### config.mk
export PLATFORM = sky130hd
export DESIGN_NAME = pipe_gap_scheduler
export DESIGN_NICKNAME = d
export VERILOG_FILES = /design/src/rtl/flappy_pkg.sv /design/src/rtl/lfsr9_seeded.sv /design/src/rtl/pipe_gap_scheduler.sv
export SDC_FILE = /design/constraint.sdc
export NUM_CORES = 1
export LEC_CHECK = 0
export BUFFER_PORTS_ARGS = -buffer_cell sky130_fd_sc_hd__buf_4
export CAP_MARGIN = 30
export CORE_MARGIN = 2
export CORE_UTILIZATION = 55
export CTS_BUF_LIST = sky130_fd_sc_hd__clkbuf_4 sky130_fd_sc_hd__clkbuf_8
export DETAILED_ROUTE_END_ITERATION = 10
export PLACE_DENSITY = 0.8
export SLEW_MARGIN = 20
export SYNTH_ARGS = -nofsm -noshare
export SYNTH_HDL_FRONTEND = slang
export SYNTH_HIERARCHICAL = 1
export SYNTH_SLANG_ARGS = --single-unit
### constraint.sdc
create_clock -name clock -period 2.65 [get_ports clock]
set_input_delay 0.6625 -clock clock [delete_from_list [all_inputs] [get_ports clock]]
set_output_delay 0.6625 -clock clock [all_outputs]
set_load 0.02 [all_outputs]
### src/rtl/flappy_pkg.sv
// Shared types and constants for the pipe gap scheduler and its LFSR.
package flappy_pkg;

   typedef enum logic [1:0] {
      IDLE,
      COUNT,
      OFFER
   } state_t;

   localparam int unsigned GAP_Y_W      = 10;
   localparam int unsigned SCREEN_H     = 480;
   localparam logic [8:0]  DEFAULT_SEED = 9'h1A5;

   // x^9 + x^5 + 1, shifting right with feedback into bit 8
   function automatic logic [8:0] lfsr9_next(input logic [8:0] s);
      return {s[4] ^ s[0], s[8:1]};
   endfunction

endpackage

### src/rtl/lfsr9_seeded.sv
// Free-running 9-bit maximal-length LFSR with synchronous seed load
// and recovery from the all-zero lock-up state.
module lfsr9_seeded
   import flappy_pkg::*;
#(
   parameter logic [8:0] SEED = DEFAULT_SEED
) (
   input  logic       clock,
   input  logic       reset,
   output logic [8:0] state
);

   logic [8:0] state_d;
   logic [8:0] state_q;

   always_comb begin
      state_d = lfsr9_next(state_q);
      if (state_q == '0) begin
         state_d = SEED;
      end
   end

   always_ff @(posedge clock) begin
      if (reset) begin
         state_q <= SEED;
      end else begin
         state_q <= state_d;
      end
   end

   assign state = state_q;

endmodule

### src/rtl/pipe_gap_scheduler.sv
// Counts frames while the game runs and offers a random pipe gap row to the
// renderer every SPAWN_FRAMES frames over a valid/ready handshake.
module pipe_gap_scheduler
   import flappy_pkg::*;
#(
   parameter int unsigned SPAWN_FRAMES  = 90,
   parameter int unsigned GAP_MIN       = 40,
   parameter int unsigned GAP_SPAN_LOG2 = 8,
   parameter logic [8:0]  SEED          = DEFAULT_SEED
) (
   input  logic               clock,
   input  logic               reset,
   input  logic               frame_tick,
   input  logic               game_run,
   input  logic               spawn_ready,
   output logic               spawn_valid,
   output logic [GAP_Y_W-1:0] gap_y,
   output logic [7:0]         spawn_count,
   output logic               overrun,
   output logic [8:0]         lfsr_state
);

   localparam int unsigned     CNT_W    = $clog2(SPAWN_FRAMES);
   localparam logic [CNT_W-1:0] CNT_LAST = CNT_W'(SPAWN_FRAMES - 1);

   if (SPAWN_FRAMES < 2) begin : g_bad_frames
      $error("SPAWN_FRAMES must be at least 2");
   end
   if (GAP_SPAN_LOG2 < 1 || GAP_SPAN_LOG2 > 8) begin : g_bad_span
      $error("GAP_SPAN_LOG2 must be in 1..8");
   end
   if (GAP_MIN + (2 ** GAP_SPAN_LOG2) > SCREEN_H) begin : g_bad_range
      $error("gap range exceeds screen height");
   end
   if (SEED == '0) begin : g_bad_seed
      $error("SEED must be nonzero");
   end

   state_t               state_d,       state_q;
   logic [CNT_W-1:0]     frame_cnt_d,   frame_cnt_q;
   logic [GAP_Y_W-1:0]   gap_y_d,       gap_y_q;
   logic [7:0]           spawn_count_d, spawn_count_q;
   logic                 overrun_d,     overrun_q;

   logic [GAP_Y_W-1:0]   gap_capture;
   logic                 interval_done;
   logic                 handshake;

   lfsr9_seeded #(
      .SEED (SEED)
   ) u_lfsr (
      .clock (clock),
      .reset (reset),
      .state (lfsr_state)
   );

   assign gap_capture   = GAP_Y_W'(GAP_MIN) + GAP_Y_W'(lfsr_state[GAP_SPAN_LOG2-1:0]);
   assign interval_done = frame_tick && (frame_cnt_q == CNT_LAST);
   assign handshake     = (state_q == OFFER) && spawn_ready;

   always_comb begin
      state_d       = state_q;
      frame_cnt_d   = frame_cnt_q;
      gap_y_d       = gap_y_q;
      spawn_count_d = spawn_count_q;
      overrun_d     = overrun_q;

      if (!game_run) begin
         // leaving play discards any pending offer without counting it
         state_d     = IDLE;
         frame_cnt_d = '0;
      end else begin
         case (state_q)
            IDLE: begin
               frame_cnt_d   = '0;
               state_d       = COUNT;
               spawn_count_d = '0;
               overrun_d     = 1'b0;
            end
            COUNT: begin
               if (frame_tick) begin
                  frame_cnt_d = interval_done ? '0 : frame_cnt_q + 1'b1;
               end
               if (interval_done) begin
                  gap_y_d = gap_capture;
                  state_d = OFFER;
               end
            end
            OFFER: begin
               if (frame_tick) begin
                  frame_cnt_d = interval_done ? '0 : frame_cnt_q + 1'b1;
               end
               if (handshake) begin
                  spawn_count_d = spawn_count_q + 8'd1;
                  if (interval_done) begin
                     gap_y_d = gap_capture;
                  end else begin
                     state_d = COUNT;
                  end
               end else if (interval_done) begin
                  overrun_d = 1'b1;
               end
            end
            default: begin
               state_d     = IDLE;
               frame_cnt_d = '0;
            end
         endcase
      end
   end

   always_ff @(posedge clock) begin
      if (reset) begin
         state_q       <= IDLE;
         frame_cnt_q   <= '0;
         gap_y_q       <= '0;
         spawn_count_q <= '0;
         overrun_q     <= 1'b0;
      end else begin
         state_q       <= state_d;
         frame_cnt_q   <= frame_cnt_d;
         gap_y_q       <= gap_y_d;
         spawn_count_q <= spawn_count_d;
         overrun_q     <= overrun_d;
      end
   end

   assign spawn_valid = (state_q == OFFER);
   assign gap_y       = gap_y_q;
   assign spawn_count = spawn_count_q;
   assign overrun     = overrun_q;

endmodule

==> flow_summary.toml, run 1 <==
[run_status]
status = "finished clean"

[timing]
tns_ps = 0
period_needed_ps = 2220
hold_viol_final = 0
fin_crit_sh_pct = 83.76
maxSlewViolCount = 0
worst_slew_margin_rel_pct = 64.68
rsz0062_at_grt = "no"
setup_viol = 0
worst_pin_slew_ps = 528.7
fmax_mhz = 450.5
fin_skew_ps = 12.20

[power_and_ir_drop]
power_density_nw_per_um2 = 532.0
p_leak_nw = 0.8404
ir_drop_mv = 0.4736

[place]
portBuffers = 32
placed_cell_area_um2 = 1864
gp_congestion = 0.8109
dpl.hpwl_mm = 2.363

[clock_network]
clock_path_buffers = 2
cts_root_buf = "clkbuf_4"
cts_hold_buf = 0
cts_resized = 0
cts_buffers = 5
clkTransAtPathRegs_ps = 120
clock_latency_ps = 350
htree_levels = 2
tritoncts = "yes"
post_cts_buffers = 0
clock-sinks = 36

[routing]
routedWlPerCell_um = 13.98
vias = 1339
dr.max_layer_used = "met4"
viasPerCell = 5.579
ant_nets = 0
drtIter0Drc = 48
drt-met1-wl_mm = 1.443
drt-total-wl_mm = 3.354
drc = 0
met3_length_um = 161
dr.pass1.iters = 4
met2_length_mm = 1.647

[die]
die_area_um2 = 3404
num_rows = 19
die_x_um = 58.34
io_pins = 34
initial_core_util_pct = 58.39
die_height_um = 58.34
core_um2 = 2781

[layout]
multi_input_area_um2 = 849.6
syn_to_final_growth_pct = 19.72
nFillCells = 225
final_area_um2 = 1944
seqCellArea_um2 = 720.7
antennaDiodeCount = 0
final_net_count = 221
final_layout_size_suffix_gt1_share_pct = 22.01

[yosys]
synth_area_leaders = "dfxtp_1, nor2_1, ha_1, mux2i_1, xor2_1"
synth_cell_types = 38
synth_top_area_share_pct = 44.38
synth_edf_count = 0
ys_ff_latch = 36
ys.flop_type = "dfxtp_1"
synth_cells = 176
synth_fp_nets = 189
ys_seq_area_share_pct = 44.38
synthTopCellsByCount = "dfxtp_1, nor2_1, nand2_1"
yosys.area.top_type = "dfxtp_1"
ys_warn_count = 6
netlist_area_um2 = 1624
avgSynthCellArea_um2 = 9.228
synth_most_common_cell = "dfxtp_1"
async_reset_ff_share_pct = 0

[worst_setup_path]
critPathRequiredTime_ps = 2950
critical_path.max_fanout = 11
criticalPathCategory = "reg2reg"
r2r-end = "gap_y[8]"
worstSetupEndpointType = "flop"
startpoint_type = "flop"
reg2reg_from = "state_q[0]"
crit_arrival_ps = 2520
rrSetupSlack_ps = 430
r2r_cells = 6

[grt]
grt_pass1_vias = 1297
grt_max_degree = 24
antenna_found_initial = 0
grt_util_all_layers_pct = 22.01
grt_remaining_overflow = 0
grt_pass1_wl_mm = 5.685

[min_path]
min_to = "gap_y[8]"
min_from = "gap_y[8]"
whs_path_depth = 2
min_path_type = "reg2reg"

[run]
cap_viol_max_count = 0
==> cells in the final DEF, fill, tap and decap left out, types with 6 or more instances in the layout <==
master / instances
dfxtp_1: 36
buf_4: 32
nor2_1: 27
nand2_1: 11
mux2i_1: 10
xor2_1: 8
ha_1: 8
nor2b_1: 6
nand3_1: 6
o21ai_0: 6
==> layout make-up <==
cell class,instances,share of cell area [%]
multi-input cells,129,43.69
well taps,31,1.995
inverters,4,0.7722
repair buffers,32,12.36
clock inverters,3,2.188
clock buffers,5,1.931
flip-flops and latches,36,37.07
==> logic make-up after synthesis <==
logic type,after synthesis,synth area share (%)
AND/OR/NAND/NOR,77,24.42
flip-flops,36,44.38
AO/OA/AOI/OAI,19,7.627
XOR/XNOR,13,7.011
multiplexers,11,6.857
buffers and inverters,11,3.312
adder cells (fa/ha/maj),8,6.164
other,1,0.2309
==> metal layers <==
layer / up-vias / global-route usage (%)
met5: - / 0
met4: 0 / 11.30
met3: 11 / 5.934
met2: 35 / 36.76
met1: 627 / 25.84
li1: 666 / -
==> flip-flops by register name, indices dropped and copies added (netlist names) <==
register	flops
gap_y	9
u_lfsr/state	9
spawn_count	8
frame_cnt_q	7
state_q	2
overrun	1
==> where the power goes <==
group | switching, mW | internal [mW]
registers | 0.0151 | 0.552
logic | 0.0461 | 0.0341
clock network | 0.191 | 0.197
==> worst max path at each step <==
stage          startpoint        to  slack (ps)  cells after the start
2_1_floorplan  state_q[0]  gap_y[8]         550                      7
3_3_place_gp   frame_tick  gap_y[8]         530                      5
3_5_place_dp   state_q[0]  gap_y[8]         460                      6
4_1_cts        state_q[0]  gap_y[8]         430                      6
5_1_grt        state_q[0]  gap_y[8]         310                      6
6_report       state_q[0]  gap_y[8]         430                      6
==> metrics by stage <==
| step | hold slack (ps) | std cells | power, mW | utilization (%) | worst slack [ps] |
|---|---|---|---|---|---|
| after floorplan | 468.8 | 176 | 0.6263 | - | 554.8 |
| after global placement | 454.9 | 232 | 0.6548 | 67.03 | 528.9 |
| after detailed placement | 464.0 | 232 | 0.6586 | 67.03 | 464.0 |
| after CTS | 481.0 | 240 | 1.040 | 69.91 | 432.3 |
| after global routing | 510.3 | 240 | 1.076 | 69.91 | 310.3 |
| final | 477.6 | 240 | 1.034 | 69.91 | 430.4 |
==> critical path, stage by stage (launching register included) <==
cell	delay, ps
dfxtp_1	400
inv_1	90
ha_1	330
mux2i_1	170
or4b_4	640
or3_1	420
a21oi_2	130
No activity file was read; power rests on OpenSTA's default activity.
==> inputs of run 2 (changes only) <==
--- a/config.mk
+++ b/config.mk
@@ -5,13 +5,14 @@
 export SDC_FILE = /design/constraint.sdc
 export NUM_CORES = 1
 export LEC_CHECK = 0
+export ABC_AREA = 1
 export BUFFER_PORTS_ARGS = -buffer_cell sky130_fd_sc_hd__buf_4
 export CAP_MARGIN = 30
 export CORE_MARGIN = 2
-export CORE_UTILIZATION = 55
+export CORE_UTILIZATION = 51
 export CTS_BUF_LIST = sky130_fd_sc_hd__clkbuf_4 sky130_fd_sc_hd__clkbuf_8
 export DETAILED_ROUTE_END_ITERATION = 10
-export PLACE_DENSITY = 0.8
+export PLACE_DENSITY = 0.77
 export SLEW_MARGIN = 20
 export SYNTH_ARGS = -nofsm -noshare
 export SYNTH_HDL_FRONTEND = slang
==> constraint.sdc (replaced) <==
create_clock -name clock -period 1.9 [get_ports clock]
set_input_delay 0.475 -clock clock [delete_from_list [all_inputs] [get_ports clock]]
set_output_delay 0.475 -clock clock [all_outputs]
set_load 0.02 [all_outputs]
==> flow_summary.toml, run 2 <==
[worst_setup_path]
max_stage_delay_ps = 350
reg2reg_from = "state_q[0]"
worstSetupEndpointType = "primary output"
crit_path_top_delay_cell = "dfxtp_1"
r2r_cells = 10
cp-startpoint = "state_q[0]"
critical_path.max_fanout = 7
critPathRequiredTime_ps = 1420
startpoint_type = "flop"
cp-endpoint = "spawn_valid"
r2r-end = "gap_y[3]"
criticalPathCategory = "reg2out"
crit_arrival_ps = 1240
rrSetupSlack_ps = 290
critical_path.cell_chain = "inv_1 > ha_2 > buf_4"

[power_and_ir_drop]
p_clk_share_pct = 30.7
intPower_mw = 1.006
power_frac_seq_pct = 57.9
share_comb_of_total_power_pct = 11.3
power_density_nw_per_um2 = 646.0
p_switching_mw = 0.3549
p_leak_nw = 0.9418
switching_share_pct = 26.07
ir_drop_mv = 0.3728
report.power.total_mw = 1.361

[die]
io_pins = 34
die_height_um = 63.09
core_um2 = 3337
die_area_um2 = 3980
num_rows = 21
die_x_um = 63.09
initial_core_util_pct = 53.36

[yosys]
synth_most_common_cell = "dfxtp_1"
synth_top_area_share_pct = 40.48
synth_top_family_by_area = "simple AND/OR/NAND/NOR gates"
yosys.area.top_type = "dfxtp_1"
synthMuxAreaShare_pct = 0
synth-simple-area-share_pct = 35.35
netlist_area_um2 = 1780
ys_seq_area_share_pct = 40.48
ys_ff_latch = 36
synth_compound_area_share_pct = 6.676
async_reset_ff_share_pct = 0
synth_edf_count = 0
synth_cells = 227
avgSynthCellArea_um2 = 7.843
ys_warn_count = 6
ys.flop_type = "dfxtp_1"
synthTopCellsByCount = "dfxtp_1, nand2_1, nor2_1"
synth_xor_area_share_pct = 2.952
synth_fp_nets = 240
synth_cell_types = 33
synth-adder-area-share_pct = 5.622
synth_area_leaders = "dfxtp_1, nand2_1, nor2_1, nor2_2, ha_1"

[timing]
fin_crit_sh_pct = 90.24
maxSlewViolCount = 0
fin_skew_ps = 7.101
tns_ps = 0
setup_slack_ps = 185.5
rsz0062_at_grt = "no"
hold_viol_final = 0
fmax_mhz = 583.3
hold_ws_ps = 330.3
setup_viol = 0
period_needed_ps = 1714

[place]
place_ws_ps = 191.7
gp_congestion = 0.8292
portBuffers = 32
dpl.cell_count = 302
dpl.hpwl_mm = 2.504

[layout]
instances_no_fill = 310
final_layout_size_suffix_gt1_share_pct = 31.44
layout_common_cells = "dfxtp_1, nor2_1, nand2_1, buf_4, inv_1"
final_net_count = 276
nFillCells = 316
final_common_cell = "dfxtp_1"
syn_to_final_growth_pct = 18.34
antennaDiodeCount = 0

[clock_network]
cts_buffers = 5
tritoncts = "yes"
cts_root_buf = "clkbuf_4"
clock_path_buffers = 2
clock_latency_ps = 330
clkTransAtPathRegs_ps = 100
clock-sinks = 36
htree_levels = 2

[grt]
grt_remaining_overflow = 0
grt_pass1_vias = 1354
grt_util_all_layers_pct = 18.05
antenna_found_initial = 0
grt_max_degree = 13
grt_pass1_wl_mm = 5.713

[routing]
vias = 1445
viasPerCell = 4.661
dr.pass1.iters = 4
drt-total-wl_mm = 3.197
routedWlPerCell_um = 10.31
drc = 0
drtIter0Drc = 57
ant_nets = 0

[min_path]
min_path_type = "in2reg"

[run]
cap_viol_max_count = 0

[run_status]
status = "finished clean"
[run 2: final cells by class]
cell class	count	area [um2]	area share (%)
Clock inverter	2	10.01	0.4751
Inverter	30	120.1	5.701
Clock buffer	6	51.30	2.435
Tap cell	46	57.56	2.732
Sequential cell	36	720.7	34.20
Timing Repair Buffer	32	240.2	11.40
Multi-Input combinational cell	158	907.1	43.05
[run 2: power groups by stage]
stage / Combinational (mW) / Clock (mW) / Sequential, mW
finish: 0.154 / 0.418 / 0.789
global route: 0.170 / 0.481 / 0.792
CTS: 0.155 / 0.436 / 0.789
detailed placement: 0.155 / 0 / 0.806
global placement: 0.153 / 0 / 0.806
floorplan: 0.0952 / 0 / 0.817
[run 2: cells by family (layout without fill, tap and decap cells)]
kind of cell    Yosys count  in the layout
fa+ha+maj                 8              8
simple gates            121            121
xor+xnor                  6              6
flops                    36             36
compound gates           22             22
other cells               1              1
buf+inv                  33             70
[run 2: what timing repair did]
action,in CTS,in global routing
setup buffers,0,0
endpoints found under the setup margin,0,1
hold buffers,0,0
endpoints found under the hold margin,0,0
resized for setup,0,1
[run 2: worst min-delay path by stage]
stage | endpoint | cells after the start | slack (ps) | start
floorplan | frame_cnt_q[1] | 2 | 490 | frame_cnt_q[1]
global placement | spawn_count[4] | 2 | 470 | spawn_count[4]
detailed placement | overrun | 2 | 470 | overrun
CTS | spawn_count[1] | 2 | 310 | reset
global route | spawn_count[1] | 2 | 280 | reset
finish | spawn_count[1] | 2 | 330 | reset
[run 2: per-stage QoR]
| step | area, um2 | utilization (%) |
|---|---|---|
| after floorplan | 1780 | - |
| after global routing | 2107 | 63.14 |
| after global placement | 2043 | 61.23 |
| after detailed placement | 2043 | 61.23 |
| final | 2107 | 63.14 |
| after CTS | 2105 | 63.07 |
[run 2: critical path: cells and delay by family, from the launching register on]
family	cells	cell delay, ps
flip-flops	1	350
adder cells (fa/ha/maj)	1	290
buffers and inverters	2	270
[run 2: per-layer routing]
layer	track usage, %	wire, um
met5	0	0
met4	6.667	29
met2	29.52	1555
met1	21.73	1481
met3	6.429	130
